<file path="config.mk">
export PLATFORM = sky130hd
export DESIGN_NAME = bus_move_sequencer
export DESIGN_NICKNAME = d
export VERILOG_FILES = /design/src/rtl/bus_move_sequencer.sv
export SDC_FILE = /design/constraint.sdc
export NUM_CORES = 1
export LEC_CHECK = 0
export ABC_AREA = 1
export ABC_CLOCK_PERIOD_IN_PS = 1600
export CELL_PAD_IN_SITES_DETAIL_PLACEMENT = 0
export CELL_PAD_IN_SITES_GLOBAL_PLACEMENT = 1
export CORE_MARGIN = 2
export CORE_UTILIZATION = 34
export CTS_CLUSTER_DIAMETER = 100
export DETAILED_ROUTE_END_ITERATION = 10
export PLACE_DENSITY_LB_ADDON = 0.25
export SYNTH_ARGS = -nofsm -noshare
export SYNTH_HDL_FRONTEND = slang
export SYNTH_SLANG_ARGS = --single-unit
</file>
<file path="constraint.sdc">
create_clock -name CLOCK -period 1.6 [get_ports CLOCK]
set_input_delay 0.32 -clock CLOCK [delete_from_list [all_inputs] [get_ports CLOCK]]
set_output_delay 0.32 -clock CLOCK [all_outputs]
set_load 0.01 [all_outputs]
</file>
<file path="src/rtl/bus_move_sequencer.sv">
// Sequences one register-to-register move over the shared bus: source drives, destination latches, bus released.
// Optional post-increment of the source register is enabled by defining BUS_SEQ_POSTINC_EN.
module bus_move_sequencer #(
    parameter int NUM_REGS  = 8,
    parameter int SEL_WIDTH = 3
) (
    input  logic                 CLOCK,
    input  logic                 RESET,
    // Handshake: a request transfers on a rising edge where REQ_VALID && REQ_READY;
    // the upstream stage holds SRC_SEL/DST_SEL/REQ_VALID stable until then.
    input  logic                 REQ_VALID,
    output logic                 REQ_READY,
    input  logic [SEL_WIDTH-1:0] SRC_SEL,
    input  logic [SEL_WIDTH-1:0] DST_SEL,
`ifdef BUS_SEQ_POSTINC_EN
    input  logic                 POSTINC,
`endif
    output logic [NUM_REGS-1:0]  REG_ENABLE,
    output logic [NUM_REGS-1:0]  REG_RW,
    output logic [NUM_REGS-1:0]  REG_COUNT,
    output logic                 DONE,
    output logic                 ERR,
    output logic [1:0]           STATE_DBG
);

    typedef enum logic [1:0] {
        IDLE    = 2'd0,
        DRIVE   = 2'd1,
        LATCH   = 2'd2,
        RELEASE = 2'd3
    } state_t;

    state_t                state, state_nxt;
    logic [SEL_WIDTH-1:0]  src_q, src_nxt;
    logic [SEL_WIDTH-1:0]  dst_q, dst_nxt;
    logic [NUM_REGS-1:0]   en_q, en_nxt;
    logic [NUM_REGS-1:0]   rw_q, rw_nxt;
    logic                  done_q, done_nxt;
    logic                  err_q, err_nxt;
    logic [NUM_REGS-1:0]   src_oh, dst_oh;
    logic                  req_bad;

    function automatic logic [NUM_REGS-1:0] decode(input logic [SEL_WIDTH-1:0] sel);
        logic [NUM_REGS-1:0] oh;
        oh = '0;
        for (int i = 0; i < NUM_REGS; i++) begin
            if (sel == SEL_WIDTH'(i)) oh[i] = 1'b1;
        end
        return oh;
    endfunction

    assign src_oh  = decode(src_q);
    assign dst_oh  = decode(dst_q);
    assign req_bad = (SRC_SEL == DST_SEL)
                   || (32'(SRC_SEL) >= 32'(NUM_REGS))
                   || (32'(DST_SEL) >= 32'(NUM_REGS));

`ifdef BUS_SEQ_POSTINC_EN
    logic                  postinc_q, postinc_nxt;
    logic [NUM_REGS-1:0]   cnt_q, cnt_nxt;
`endif

    // Strobes are registered: each state loads the strobe pattern of the state it moves into.
    always_comb begin
        state_nxt = state;
        src_nxt   = src_q;
        dst_nxt   = dst_q;
        en_nxt    = '0;
        rw_nxt    = '1;
        done_nxt  = 1'b0;
        err_nxt   = 1'b0;
`ifdef BUS_SEQ_POSTINC_EN
        postinc_nxt = postinc_q;
        cnt_nxt     = '0;
`endif
        case (state)
            IDLE: begin
                if (REQ_VALID) begin
                    if (req_bad) begin
                        err_nxt = 1'b1;
                    end else begin
                        src_nxt   = SRC_SEL;
                        dst_nxt   = DST_SEL;
                        en_nxt    = decode(SRC_SEL);
                        state_nxt = DRIVE;
`ifdef BUS_SEQ_POSTINC_EN
                        postinc_nxt = POSTINC;
`endif
                    end
                end
            end
            DRIVE: begin
                en_nxt    = src_oh | dst_oh;
                rw_nxt    = ~dst_oh;
                state_nxt = LATCH;
            end
            LATCH: begin
                done_nxt  = 1'b1;
                state_nxt = RELEASE;
`ifdef BUS_SEQ_POSTINC_EN
                if (postinc_q) cnt_nxt = src_oh;
`endif
            end
            RELEASE: begin
                state_nxt = IDLE;
            end
            default: begin
                state_nxt = IDLE;
            end
        endcase
    end

    always_ff @(posedge CLOCK or posedge RESET) begin
        if (RESET) begin
            state  <= IDLE;
            src_q  <= '0;
            dst_q  <= '0;
            en_q   <= '0;
            rw_q   <= '1;
            done_q <= 1'b0;
            err_q  <= 1'b0;
        end else begin
            state  <= state_nxt;
            src_q  <= src_nxt;
            dst_q  <= dst_nxt;
            en_q   <= en_nxt;
            rw_q   <= rw_nxt;
            done_q <= done_nxt;
            err_q  <= err_nxt;
        end
    end

`ifdef BUS_SEQ_POSTINC_EN
    always_ff @(posedge CLOCK or posedge RESET) begin
        if (RESET) begin
            postinc_q <= 1'b0;
            cnt_q     <= '0;
        end else begin
            postinc_q <= postinc_nxt;
            cnt_q     <= cnt_nxt;
        end
    end
    assign REG_COUNT = cnt_q;
`else
    assign REG_COUNT = '0;
`endif

    assign REQ_READY  = (state == IDLE);
    assign REG_ENABLE = en_q;
    assign REG_RW     = rw_q;
    assign DONE       = done_q;
    assign ERR        = err_q;
    assign STATE_DBG  = state;

endmodule

</file>
# ---- Word level (Yosys, flattened, before mapping)
# Cells that the tools add are included.
dict set report totals {
  regBits 26
  out_inout_bits 29
}
dict set report classes {
  mux 35
  n_eq_ne 27
  bitwise 3
  n_reduce_logical 6
}
# operator n
set ops {}
lappend ops {{3-bit == test, second input constant} 12}
lappend ops {{1-bit 2-to-1 mux} 28}
lappend ops {{8-bit 2-to-1 mux} 3}
lappend ops {{3-bit by 2-bit == test with 1-bit output, second input constant} 6}
lappend ops {{8-bit one-hot mux with 2 select lines} 1}
lappend ops {{3-bit by 1-bit == test with 1-bit output, second input constant} 3}
lappend ops {{3-bit logical NOT} 3}
lappend ops {{8-bit NOT} 1}
lappend ops {{8-bit OR} 1}
lappend ops {{2-bit one-hot mux with 4 select lines} 1}
lappend ops {{2-bit == test, second input constant} 2}
lappend ops {{2-bit 2-to-1 mux} 2}
lappend ops {{2-bit inequality test, second input constant} 2}
lappend ops {{3-bit == test} 1}
lappend ops {{3-bit AND reduction} 1}
lappend ops {{2-bit by 1-bit == test with 1-bit output, second input constant} 1}
lappend ops {{2-bit logical NOT} 1}
lappend ops {{2-bit AND reduction} 1}
lappend ops {{1-bit NOT} 1}

# ---- Longest topological paths before layout
dict set report logic_depth {
  ltp_word 5
  ltp_mapped 8
  depth_no_buf 7
}

# ---- Least setup slack after synthesis
# OpenSTA, ideal clock, no wires.
dict set report synth_timing {
  path_type {reg-to-reg}
  from {reg state[0] (netlist: STATE_DBG[0])}
  to {reg dst_q[2]}
  stages_incl_launch_ff 9
  slack_ns 0.107
  arrival_time_ns 1.378
  setup_ns 0.116
  cell_sequence {dfrtp_1 > inv_1 > ha_1 > nand2_1 > inv_1 > nand2_4 > buf_12 > nand2_2 > nand2_2}
}
dict set report synth_via {
  elab_chain_cells 2
}
# item line
set synth_rtl {}
lappend synth_rtl {{start: declaration} 33} ;# state_t state, state_nxt;
lappend synth_rtl {{start signal: assignment} 123} ;# state <= state_nxt;
lappend synth_rtl {{2-bit logical NOT} n/a}
lappend synth_rtl {{via REQ_READY} 12} ;# output logic REQ_READY,
lappend synth_rtl {{3-bit AND reduction (no source line)} n/a}
lappend synth_rtl {{end signal: assignment} 125} ;# dst_q <= dst_nxt;
lappend synth_rtl {{end: declaration} 35} ;# logic [SEL_WIDTH-1:0] dst_q, dst_nxt;
# The timed path passes the listed nets, and every way through them passes these cells.
# A chain may end at the register's enable or synchronous reset.

# ---- Worst setup path after layout
dict set report layout_timing {
  from {reg state[1] (netlist: STATE_DBG[1])}
  to {out STATE_DBG[1]}
}
# item line
set layout_lines {}
lappend layout_lines {{end: declaration} 23} ;# output logic [1:0] STATE_DBG
# No word-level cell between the ends.

==> metrics.yaml <==
status:
  status: "finished clean"
setup_path:
  start_kind: "register"
  crit_arrival_ns: 1.22
  crit_type: "register to output port"
  endpoint_kind: "output port"
  critPathMaxFanout: 4
  crit_required_ns: 1.28
  path_cells: "clkdlybuf4s50_1"
  slowest_stage: "clkdlybuf4s50_1"
  path_delay_family: "buffers and inverters"
  cp_num_buf_inv: 1
  cpPeakStageDelay_ns: 0.55
  r2r_setup_slack_ns: 0.16
cells_and_area:
  fillerInstances: 347
  drive_gt1_share_pct: 22.53
  antenna_cells: 0
  finish.instance_area_um2: 1724
  synthToLayoutAreaGrowth_pct: 34.05
  final_cell_count_no_fill: 230
  regArea_um2: 660.6
  nets: 195
  finish.utilization_pct: 47.10
  multiInputGateArea_um2: 496.7
grt:
  grt_use_met3_pct: 2.226
  grt_pass1_wl_mm: 4.278
  antenna_found_initial: 0
  gr-usage-met1_pct: 16.61
  grt.busiest_layer: "met2"
  grtUsageMet2_pct: 22.07
  track_usage_pct: 13.43
  grt_max_degree: 27
  grt_overflow: 0
  grt_pass1_vias: 965
cts:
  clock-sinks: 26
  root_buffer: "clkbuf_8"
  htreeDepth: 1
  cts.clk_slew.worst_paths_ns: 0.08
  cts_tree: "built"
  clockBufferDepth: 2
  ctsHoldBuffers: 0
  clk_latency_ns: 0.27
  numCtsBuffers: 3
timing:
  fin_crit_sh_pct: 96.20
  rsz0062_at_grt: "false"
  finalMaxSlewViolations: 0
  fmax_ghz: 0.6497
  holdWs_ns: 0.4103
  period_minus_slack_ns: 1.539
  hold_violations: 0
  final.setup.tns_ns: 0
  skew_ns: 0.002445
  finalSetupViolCount: 0
drt:
  vias_per_cell: 4.404
  drt_wl_total_mm: 2.457
  postRouteAntennaNets: 0
  remaining_drc_errors: 0
  first_pass_iters: 4
  wl_per_cell_um: 10.68
  vias: 1013
  drt_first_iter_violations: 32
power:
  p_leak_nw: 0.8585
  power_density_nw_per_um2: 1460
  vdd_ir_drop_max_mv: 0.6079
job:
  max-cap-violations: 0
place:
  globalplace.congestion: 0.7627
  dp_cells: 226
  io_buffers: 29
  place_area_um2: 1680
  dp_hpwl_mm: 1.978
logic_synthesis:
  synth_ff_type: "dfrtp_1"
  yosys_warnings: 0
  synthCells: 138
  yosysSeqAreaShare_pct: 51.36
  synthTopCellsByCount: "nand2_1, dfrtp_1, inv_1, buf_4, dfstp_2"
  synthDistinctLibCells: 22
  ys_seq_elements: 26
  async_reset_ff_share_pct: 100.0
  synth_area_um2: 1286
  synth_edf_count: 0
  synth.avg_cell_area_um2: 9.321
  ys_top_cells_by_area: "dfrtp_1, dfstp_2, nand2_1"
  synth_top_area_share_pct: 35.02
  synth_most_common_cell: "nand2_1"
  yosysTopAreaCell: "dfrtp_1"
min_path:
  hold_class: "input port to async pin"
floorplan:
  die-area_um2: 4291
  die_w_um: 65.51
  core_area_um2: 3661
  die_y_um: 65.51
  core.rowCount: 22
  start_util_pct: 35.13
  io_pins: 38
## sequential cells by signal, summed over array words and instances (netlist names)
| signal | flops |
|---|---|
| REG_RW | 8 |
| dst_q | 3 |
| DONE | 1 |
| REG_ENABLE | 8 |
| ERR | 1 |
| STATE_DBG | 2 |
| src_q | 3 |
## final cells by class
| cell class | count | area share, % |
|---|---|---|
| clock buffer | 4 | 3.193 |
| inverter | 20 | 4.354 |
| multi-input combinational | 90 | 28.81 |
| sequential | 26 | 38.32 |
| tap | 48 | 3.483 |
| timing repair buffer | 42 | 21.84 |
## cell usage in the layout, fill, tap and decap left out
master	count
nand3_1	5
nand2_1	39
dlygate4sd2_1	9
nor2_1	7
xnor2_1	1
inv_2	2
conb_1	8
ha_1	3
or2_2	1
dfrtp_1	18
clkbuf_8	4
clkdlybuf4s50_1	19
o21bai_2	4
o21ai_2	5
clkdlybuf4s15_1	1
a32oi_1	4
buf_4	13
o21ai_0	1
nand2_2	2
o31ai_1	3
nand2_4	1
inv_1	18
nand3_2	1
dfstp_2	8
nand4_1	5
## report_power, final
group,switching [mW],internal (mW)
Sequential,0.129,0.873
Combinational,0.582,0.518
Clock,0.194,0.220
## final timing paths
path | startpoint | end | cells after the start
min in group CLOCK | src_q[2] | src_q[2] | 2
min | RESET | REG_ENABLE[2] | 3
max reg2reg | STATE_DBG[0] | REG_ENABLE[0] | 7
min reg2reg | src_q[2] | src_q[2] | 2
max | STATE_DBG[1] | STATE_DBG[1] | 1
max in group asynchronous | RESET | REG_RW[1] | 3
## through the flow
step	setup WS (ns)	power [mW]
finish	0.06087	2.517
floorplan	0.1067	1.678
global placement	0.0001844	2.128
CTS	0.05099	2.537
detailed placement	-0.04875	2.170
global route	0.002961	2.728
## metal layers
metal  vias up  share of wire, %
met5         -                 0
met4         0               2.9
met3         5               5.4
met2        39                46
met1       458                45
li1        511                 -
## repair_timing
action	in CTS	in global routing
setup buffers	0	0
cloned	0	0
setup endpoints to repair	10	1
resized for setup	10	1
## cells by family after synthesis
family                   synth area share [%]
adder cells (fa/ha/maj)                 2.919
AND/OR/NAND/NOR                         20.91
XOR/XNOR                               0.6811
other                                  0.2915
flip-flops                              51.36
buffers and inverters                   12.06
AO/OA/AOI/OAI                           11.77
No activity file was read; power rests on OpenSTA's default activity.
==> patch, RTL diff (same flow settings) <==
Remove the register `err_q`: a continuous assignment takes its place, so the output `ERR` follows one clock earlier.
--- a/src/rtl/bus_move_sequencer.sv
+++ b/src/rtl/bus_move_sequencer.sv
@@ -119,5 +119,4 @@
             rw_q   <= '1;
             done_q <= 1'b0;
-            err_q  <= 1'b0;
         end else begin
             state  <= state_nxt;
@@ -127,7 +126,8 @@
             rw_q   <= rw_nxt;
             done_q <= done_nxt;
-            err_q  <= err_nxt;
         end
     end
+
+    assign err_q = err_nxt;
 
 `ifdef BUS_SEQ_POSTINC_EN
Formal check against the unedited RTL: not equivalent (a bounded check fails within 4 cycles, from zero or initial values and one cycle with RESET high).
==> patch against the original RTL <==
- hold slack got worse by 0.011 ns
- clock power down 14%
- fmax shrank 2.5%
- non-clock buffer count is 7 higher
- routed wire length up 3.7%
- area after synthesis is 1.8% lower
- sequential cell count decreased by 1
- synthesized cell count rose by 0.72%
- power increased by 0.78%
- cell area grew 2.3%
- setup slack got worse by 0.039 ns
- critical path type unchanged
- largest power group unchanged
==> patch: results (changes against the original RTL) <==
| Metric | Value |
|---|---|
| CP max-delay cell | `dfrtp_1` |
| Gpl congestion | `0.779 (+2.2%)` |
| DRT met1 WL | `1.10 mm (-1.3%)` |
| Peak VDD IR | `0.000596 V (-2.0%)` |
| DP Wirelength | `1.97 mm (-0.28%)` |
| Status | `finished, final reports clean` |
| Global Route met1 Usage | `0.169 (+0.00332)` |
| First-pass GRT wire length | `4.35 mm (+1.6%)` |
| Met3 usage | `0.0156 (-0.00664)` |
| Dpl cell area | `1700 um2 (+0.89%)` |
| P_int | `0.00160 W (-0.77%)` |
| Met3 routed WL | `141 um (+6.0%)` |
| Synth top area cells | `dfrtp_1 (34%), dfstp_2 (17%), nand2_1 (11%), inv_1 (5.6%), o21ai_2 (5.5%)` |
| 1st-iter DRT viols | `18 (-44%)` |
| Worst slack at placement | `-0.503 ns (-0.454 ns)` |
| Commonest cells post-synth | `nand2_1 (37), inv_1 (19), dfrtp_1 (17), nor2_1 (9)` |
| Layout cells sized above 1 | `0.300 (+0.0747)` |
| Worst Path Arrival | `1.26 ns (+0.04 ns)` |
| Yosys cell types | `23 (+4.5%)` |
| Total GRT Usage | `0.131 (-0.00369)` |
| Via density | `4.32 (-1.8%)` |
| LEAKAGE | `0.906 nW (+5.5%)` |
| Total Nets Final | `203 (+4.1%)` |
| Die width | `65.0 um (-0.82%)` |
| Largest net degree at the start of global routing | `26 (-3.7%)` |
| Layout Skew | `0.00231 ns (-0.000132 ns)` |
| Cell count after synthesis | `139 (+0.72%)` |
-- patch: cell count changes after synthesis, sizes merged, moves of 2 or more --
cell,before,now
o31ai,3,1
nor2,7,9
o21ai,6,9
nand2,42,40
o21bai,4,1
-- patch: power groups by stage --
stage / combinational (W) / sequential, W / clock (W)
CTS: 0.00120 / 0.000974 / 0.000366
floorplan: 0.000620 / 0.00104 / 0
global placement: 0.00119 / 0.000976 / 0
detailed placement: 0.00122 / 0.000986 / 0
global route: 0.00134 / 0.00101 / 0.000394
finish: 0.00121 / 0.000977 / 0.000354
-- patch: timing repair --
| action | in CTS | in global routing |
|---|---|---|
| resized for setup | 23 | 7 |
| pin swaps | 1 | 1 |
| setup buffers | 1 | 1 |
| endpoints found under the setup margin | 10 | 4 |
-- patch: logic make-up after synthesis --
group	count (synthesis)	share of synthesized area
compound gates	17	0.114
simple gates	62	0.218
fa+ha+maj	3	0.0297
buf+inv	30	0.126
flops	25	0.503
xor+xnor	1	0.00693
other cells	1	0.00297
-- patch: path summary, 6_finish.rpt --
kind | end | start | slack [ns] | depth (start not counted)
min | DONE | RESET | 0.40 | 3
max reg2reg | REG_ENABLE[7] | STATE_DBG[0] | 0.17 | 7
min reg2reg | src_q[2] | src_q[2] | 0.52 | 2
max | REQ_READY | STATE_DBG[0] | 0.02 | 4
min in group CLOCK | dst_q[1] | DST_SEL[1] | 0.44 | 4
max in group asynchronous | REG_RW[7] | RESET | 0.92 | 3
-- patch: cell type report --
type / count / area, um2 / area share
Timing Repair Buffer: 49 / 432 / 0.245
Clock buffer: 4 / 45.0 / 0.0255
Multi-Input combinational cell: 91 / 513 / 0.291
Sequential cell: 25 / 636 / 0.360
Tap cell: 48 / 60.1 / 0.0340
Inverter: 21 / 78.8 / 0.0447
